### src/rtl/fast_square_bin_accum.sv
// -----------------------------------------------------------------------------
// fast_square_bin_accum
//
// Purpose: integrates fast-square I/Q samples per frequency bin.
// freq_step closes the current bin. The closed bin is streamed toward
// rx_buffer as three 16-bit word pairs:
//   header : {bin index, sample count}
//   high   : upper halves of the I/Q sums
//   low    : lower halves of the I/Q sums
//
// Handshake: out_strobe is a pacing pulse with no back-pressure. Each pulse
// accepted while a bin is pending produces exactly one word pair. That pair
// appears one cycle later, qualified by a single-cycle out_valid. When a
// strobe is not accepted, out_valid stays low and i_out/q_out hold.
//
// Optional feature: define FAST_SQUARE_SATURATE_EN so that the accumulators
// clamp at the signed limits. Without it they wrap.
//
// Ports:
//   clock, reset_n     sample clock (clk64 domain), async active-low reset
//   i_in, q_in         signed samples, qualified by in_strobe
//   record             accumulate gate
//   freq_step          closes the current bin and advances the bin index
//   sweep_reset        restarts the sweep at bin 0 and discards partial sums
//   out_strobe         downstream pacing, one word pair per pulse
//   clear_status       clears the sticky overrun flag
//   i_out, q_out       registered output word pair
//   out_valid          one-cycle qualifier for i_out/q_out
//   overrun            sticky flag, set when a closed bin was dropped
//   busy               a closed bin is pending or being emitted
//   dbg_state          emitter FSM state (0 IDLE, 1 HDR, 2 HI, 3 LO)
// -----------------------------------------------------------------------------
module fast_square_bin_accum #(
    parameter int NUM_FREQ_STEPS = 37,
    parameter int ACC_WIDTH      = 32
) (
    input  logic               clock,
    input  logic               reset_n,
    input  logic signed [15:0] i_in,
    input  logic signed [15:0] q_in,
    input  logic               in_strobe,
    input  logic               record,
    input  logic               freq_step,
    input  logic               sweep_reset,
    input  logic               out_strobe,
    input  logic               clear_status,
    output logic        [15:0] i_out,
    output logic        [15:0] q_out,
    output logic               out_valid,
    output logic               overrun,
    output logic               busy,
    output logic        [1:0]  dbg_state
);

    localparam int AW = ACC_WIDTH;
    localparam logic [7:0] BIN_LAST = 8'(NUM_FREQ_STEPS - 1);

    typedef enum logic [1:0] {IDLE = 2'd0, HDR = 2'd1, HI = 2'd2, LO = 2'd3} emit_state_t;

    emit_state_t state_q, state_d;

    logic signed [AW-1:0] acc_i, acc_q, sum_i, sum_q;
    logic signed [AW-1:0] hold_i, hold_q;
    logic        [15:0]   count, count_nxt, hold_cnt;
    logic        [7:0]    bin_idx, hold_bin;
    logic        [31:0]   hold_i32, hold_q32;
    logic                 sample_ok, close_bin, set_ovr, emit;
    logic        [15:0]   word_i, word_q;

    // One extra bit of headroom exposes signed overflow of the add.
    function automatic logic signed [AW-1:0] add_sample(input logic signed [AW-1:0] acc,
                                                       input logic signed [15:0]   s);
        logic [AW:0] wide;
        wide = {acc[AW-1], acc} + {{(AW+1-16){s[15]}}, s};
`ifdef FAST_SQUARE_SATURATE_EN
        if (wide[AW] != wide[AW-1]) begin
            return wide[AW] ? {1'b1, {(AW-1){1'b0}}} : {1'b0, {(AW-1){1'b1}}};
        end
`endif
        return wide[AW-1:0];
    endfunction

    assign sample_ok = in_strobe & record;
    // A qualifying sample on the closing cycle is counted in the closed bin,
    // so the captured values are the post-add sums, not the current registers.
    assign sum_i     = sample_ok ? add_sample(acc_i, i_in) : acc_i;
    assign sum_q     = sample_ok ? add_sample(acc_q, q_in) : acc_q;
    assign count_nxt = (sample_ok && count != 16'hFFFF) ? count + 16'd1 : count;

    // sweep_reset masks a coincident freq_step completely.
    assign close_bin = freq_step & ~sweep_reset;
    assign set_ovr   = close_bin & (state_q != IDLE);

    assign hold_i32  = 32'(hold_i);
    assign hold_q32  = 32'(hold_q);
    assign busy      = (state_q != IDLE);
    assign dbg_state = state_q;

    always_comb begin
        state_d = state_q;
        emit    = 1'b0;
        word_i  = '0;
        word_q  = '0;
        case (state_q)
            IDLE: if (close_bin) state_d = HDR;
            HDR: if (out_strobe) begin
                emit    = 1'b1;
                word_i  = {8'h00, hold_bin};
                word_q  = hold_cnt;
                state_d = HI;
            end
            HI: if (out_strobe) begin
                emit    = 1'b1;
                word_i  = hold_i32[31:16];
                word_q  = hold_q32[31:16];
                state_d = LO;
            end
            LO: if (out_strobe) begin
                emit    = 1'b1;
                word_i  = hold_i32[15:0];
                word_q  = hold_q32[15:0];
                state_d = IDLE;
            end
            default: state_d = IDLE;
        endcase
    end

    always_ff @(posedge clock or negedge reset_n) begin
        if (!reset_n) state_q <= IDLE;
        else          state_q <= state_d;
    end

    always_ff @(posedge clock or negedge reset_n) begin
        if (!reset_n) begin
            acc_i     <= '0;
            acc_q     <= '0;
            count     <= '0;
            bin_idx   <= '0;
            hold_i    <= '0;
            hold_q    <= '0;
            hold_cnt  <= '0;
            hold_bin  <= '0;
            overrun   <= 1'b0;
            out_valid <= 1'b0;
            i_out     <= '0;
            q_out     <= '0;
        end else begin
            if (sweep_reset) begin
                acc_i   <= '0;
                acc_q   <= '0;
                count   <= '0;
                bin_idx <= '0;
            end else if (freq_step) begin
                acc_i   <= '0;
                acc_q   <= '0;
                count   <= '0;
                bin_idx <= (bin_idx == BIN_LAST) ? 8'd0 : bin_idx + 8'd1;
                // A bin closed while the emitter is busy is dropped (see set_ovr).
                if (state_q == IDLE) begin
                    hold_i   <= sum_i;
                    hold_q   <= sum_q;
                    hold_cnt <= count_nxt;
                    hold_bin <= bin_idx;
                end
            end else begin
                acc_i <= sum_i;
                acc_q <= sum_q;
                count <= count_nxt;
            end

            if (set_ovr)           overrun <= 1'b1;
            else if (clear_status) overrun <= 1'b0;

            out_valid <= emit;
            if (emit) begin
                i_out <= word_i;
                q_out <= word_q;
            end
        end
    end

endmodule
### config.mk
export PLATFORM = sky130hd
export DESIGN_NAME = fast_square_bin_accum
export DESIGN_NICKNAME = d
export VERILOG_FILES = /design/src/rtl/fast_square_bin_accum.sv
export SDC_FILE = /design/constraint.sdc
export NUM_CORES = 1
export LEC_CHECK = 0
export ABC_AREA = 1
export CORE_MARGIN = 2
export CORE_UTILIZATION = 50
export DETAILED_ROUTE_END_ITERATION = 8
export PLACE_DENSITY = 0.79
export SLEW_MARGIN = 30
export SYNTH_ARGS = -nofsm -noshare
export SYNTH_HDL_FRONTEND = slang
export SYNTH_SLANG_ARGS = --single-unit
### constraint.sdc
create_clock -name clock -period 5.7 [get_ports clock]
set_input_delay 0.57 -clock clock [delete_from_list [all_inputs] [get_ports clock]]
set_output_delay 0.57 -clock clock [all_outputs]
set_load 0.005 [all_outputs]
Yosys cells after proc, flatten, opt, wreduce, memory -nomap -nowiden --
Cells that the tools add are included.
Word-level totals: latch bits 0, bits in read-only memories 0, logic and storage cells 67, input bits 40, output and inout bits 37, register bits after elaboration 212, memories kept 0, bits in writable memories 0
Cells by class: $mul 0, shifts and indexed selects 0, $lt $le $gt $ge 0, multiplexer cells 29, bitwise operators 4, equality and inequality tests 9, add/sub/neg operators 4, div/mod/pow operators 0, reduce and logical (&&, ||, !) cells 8
Operator list (number):
- 32-bit two-way mux | 6
- 16-bit two-way mux | 8
- 16-bit one-hot mux with 3 select lines | 2
- 32-bit by 16-bit adder with 32-bit output | 2
- 8-bit two-way mux | 4
- 16-bit by 1-bit adder with 16-bit output, second input constant | 1
- 16-bit inequality test, second input constant | 1
- 8-bit by 1-bit adder with 8-bit output, second input constant | 1
- 8-bit by 6-bit equality test with 1-bit output, second input constant | 1
- 2-bit two-way mux | 4
- 2-bit inequality test, second input constant | 4
- 2-bit one-hot mux with 4 select lines | 1
- 2-bit nonzero test | 3
- 2-bit equality test, second input constant | 2
- 1-bit two-way mux | 4
- 4-bit AND reduction | 1
- 1-bit bitwise AND | 3
- 3-bit AND reduction | 1
- 3-bit OR reduction | 1
- 2-bit by 1-bit equality test with 1-bit output, second input constant | 1
- 2-bit zero test | 1
- 1-bit logical AND | 1
- 1-bit inverter | 1

Depth between registers and ports, before layout --
depth after elaboration 5, depth in mapped cells 14, depth with buffers taken out 14

Worst setup path before layout --
OpenSTA, ideal clock, no wires.
kind input to register, start input i_in[0], end register hold_i[24], data required time 5.582 ns, arrival 2.007 ns, stages on the path 14, path slack 3.575 ns, setup time 0.118 ns, cells stage by stage ha_1 fa_1 nand3_1 nand3_1 nand2_1 nand2_1 nand2_1 nand2_1 nand2_1 nand2_1 nand2_1 nand3_1 nand3_1 nand2_1
Between the ends: longest elaborated chain between the ends 2
Ends and longest elaborated chain:
- start, declared | RTL line 39 | input logic signed [15:0] i_in,
- 32-bit by 16-bit adder with 32-bit output | RTL line 74 | wide = {acc[AW-1], acc} + {{(AW+1-16){s[15]}}, s};
- 32-bit two-way mux | RTL line 86 | assign sum_i = sample_ok ? add_sample(acc_i, i_in) : acc_i;
- end signal, assigned | RTL line 160 | hold_i <= sum_i;
- end, declared | RTL line 63 | logic signed [AW-1:0] hold_i, hold_q;
Every way passes these cells. A chain may end at the register's enable or synchronous reset.

Final worst setup path --
start input i_in[15], end register hold_i[26]
Same word-level chain as after synthesis.

==> results.md <==
- Setup crit end: hold_i[26]$_DFFE_PN0P_
- Cell count after synthesis: 2051
- Worst skew pair latency: roughly 0.53 ns
- CTS buffer count: 25
- Yosys warning count: 0
- Ranking of synthesized cells by area: dfrtp_1 (38%), nand2_1 (22%), inv_1 (7.0%), ha_1 (6.2%), nand3_1 (5.3%)
- Worst Skew: 0.01368 ns
- Worst-path clk slew: roughly 0.060 ns
- Core footprint: 27550 sq um
- Number of gates resized after cts: 0
- Max-cap violations: 0
- Max Fclk: 351.1 MHz
- Sink Count: between 200 and 250
- Synth top area share: a little under two fifths
- Antenna violations before repair: 1
- Final setup fails: 0
- Port bufs: 76
- Initial DRT Pass Iterations: 5
- Unique masters post-synth: 42
- Post-DR wirelength/cell: 15.07 um
- Cell Area, Synth: roughly 14000 sq um
- TNS Setup: 0 ns
- CP max FO: 17
- GP Congestion: 0.9588
- Placed Cells: 2454
- Critical path class: primary input to flip-flop
- Syn avg cell area: 6.776 sq um
- Post-synth EDFFs: 0
- CTS H-tree depth: 1
- Layout area overhead: 13.46%
- Worst path slowest cell: clkdlybuf4s50_1
- Proportion of layout cells with a drive suffix above 1: 5.846%
- Setup Buffers After CTS: 0
- CTS root buffer: clkbuf_16
- Synth area leader: dfrtp_1
- Final Util: 57.23%
- DR vias/cell: 5.166
- Cell Chain, Critical Path: clkdlybuf4s50_1 -> ha_1 -> nand2_1 -> nor2_1 -> nand2_1 -> nor2_1 -> nand2_1 -> nand4_1 -> nand3_1 -> nand3_1 -> nand2_1
- IO Pins: between 70 and 80
- Total number of vias: 12920
- Most used cell, CP: nand2_1
- Hold Worst Slack: between 0.09 and 0.1 ns
- Global-route wire length before repair: 61470 um
- Overflow after GRT: 0
- Vias in the first global route: 12130
- Tmin final: 2.848 ns
- Most used DFF post-synth: dfrtp_1
- Slew Limit Fails: 0
- Post-synth ARST share: between 90% and 100%
- Die X: between 150 and 200 um
- CP arrival: roughly 3.3 ns
- Yosys reg bits: 212
- Power Total: 0.005203 W
- Largest net degree at the start of global routing: 122
- DR iter-0 viols: around 1000
- Lkg Pwr: 8.593 nW
- Crit end category: flip-flop
- DRT Wirelength: 37680 um
- Seq/Total Area, Yosys: 38.17%
- CP peak stage delay: 0.88 ns
- CP required: approximately 6.1 ns
- Slew at the pin with the worst max-slew slack: just over 0.9 ns
- Syn_nets: 2162
- PD cells: 330.0 nW/um^2
- Die area: 29140 sq um
- Clock buffer depth: 3
- Post-DP HPWL: 27790 um
- Effective utilization at floorplan: between 50% and 60%
- Chip Height: 170.7 um
- VDD IR max: 0.2523 mV
- CTS Hold Bufs: 0
- Drc violations: 0
- RSZ-0062 raised after global routing: false
- Reg-to-Reg Start: dbg_state[0]$_DFFE_PN0P_
- Crit path launch type: primary input
- Post-route insts no fill: 2500
- Crit path launch: i_in[15]
- Fillers: 2578
- Slew HR: 38.89%
- Worst r2r dst: hold_i[2]$_DFFE_PN0P_
- TritonCTS clock tree: done
- Hold Crit Class: primary input to asynchronous set/reset pin
- Overall routing resource usage: 26.39%
- FF-to-FF path depth: 9
- Reg2reg setup slack: 3.07 ns
- Final hold vios: 0
- Routed Antenna Nets: 0
- Row cnt: 61
- Nets: 2214
- Storage cell area: 5305 sq um
- Status: completed
- Area of the multi-input gates: 7336 sq um
- Final worst-path cycle share: 49.97%
layer usage:
metal	share of wire, %	GRT usage (%)	up-vias
met5	0	0	-
li1	-	-	6456
met3	5.2	2.267	88
met2	47	44.85	387
met4	4.1	9.588	0
met1	43	35.28	5984
area by class of cell:
type,count,area share [%]
timing repair buffer,85,5.436
multi-input combinational,1516,46.52
tap,378,3.000
clock buffer,30,4.150
antenna,1,0.01587
clock inverter,15,0.9046
sequential,212,33.65
inverter,263,6.324
cells by family after synthesis:
kind of cell / after synthesis / share of synthesized area [%]
XOR/XNOR: 50 / 3.151
flip-flops: 212 / 38.17
AO/OA/AOI/OAI: 153 / 6.131
adder cells (fa/ha/maj): 71 / 6.500
AND/OR/NAND/NOR: 1237 / 36.61
buffers and inverters: 323 / 9.075
multiplexers: 5 / 0.3601
flip-flops by register name, summed over array words and instances (netlist names):
| signal | cells |
|---|---|
| i_out | 16 |
| hold_q | 32 |
| bin_idx | 8 |
| dbg_state | 2 |
| hold_i | 32 |
| count | 16 |
| acc_i | 32 |
| hold_bin | 8 |
| q_out | 16 |
| out_valid | 1 |
| overrun | 1 |
| hold_cnt | 16 |
| acc_q | 32 |
layout by cell type, fill, tap and decap left out, drive strengths merged:
master	count
nand2	814
inv	265
dfrtp	212
nor2	200
nand3	151
o21ai	83
clkdlybuf4s50	75
ha	69
a21oi	45
or2	42
xnor2	33
clkbuf	31
xor2	17
nor3	16
clkinv	10
o22ai	9
buf	9
nand4	8
a221oi	7
mux2i	5
and2	4
a21boi	3
o21bai	2
nand3b	2
a21o	2
o211ai	2
fa	2
bufinv	2
diode	1
clkinvlp	1
worst max-delay path: cells and delay by family:
kind,cells,cell delay (ns)
buffers and inverters,1,0.88
and+or+nand+nor,9,1.15
adders and majority gates,1,0.64
worst min-delay path by stage:
stage / to / slack (ns) / cells past startpoint
floorplan: acc_i[0]$_DFF_PN0_ / 0.27 / 0
global placement: hold_i[25]$_DFFE_PN0P_ / 0.47 / 2
detailed placement: q_out[11]$_DFFE_PN0P_ / 0.47 / 2
CTS: acc_i[14]$_DFF_PN0_ / 0.15 / 1
global route: acc_i[12]$_DFF_PN0_ / 0.17 / 1
finish: acc_i[14]$_DFF_PN0_ / 0.09 / 1
synthesized netlist by cell type (15+ instances only):
cell / n
ha_1: 69
xor2_1: 17
inv_1: 259
or2_2: 40
nand2_1: 804
clkbuf_1: 42
nand3_1: 148
o21ai_0: 59
a21oi_1: 45
o21ai_1: 17
nor2_1: 196
dfrtp_1: 212
xnor2_1: 33
nor3_1: 15
per-stage QoR:
stage,setup WS (ns),instance area (sq um)
3_5_place_dp,2.125,14960
6_report,2.852,15770
5_1_grt,2.622,15770
2_1_floorplan,3.575,13900
3_3_place_gp,2.193,14960
4_1_cts,2.352,15760
report_power, final:
group	internal [W]	switching, W	total (W)
clock	0.000915	0.000657	0.00157
combinational	0.000617	0.000856	0.00147
sequential	0.00190	0.000261	0.00216
No activity file was read; power rests on OpenSTA's default activity.
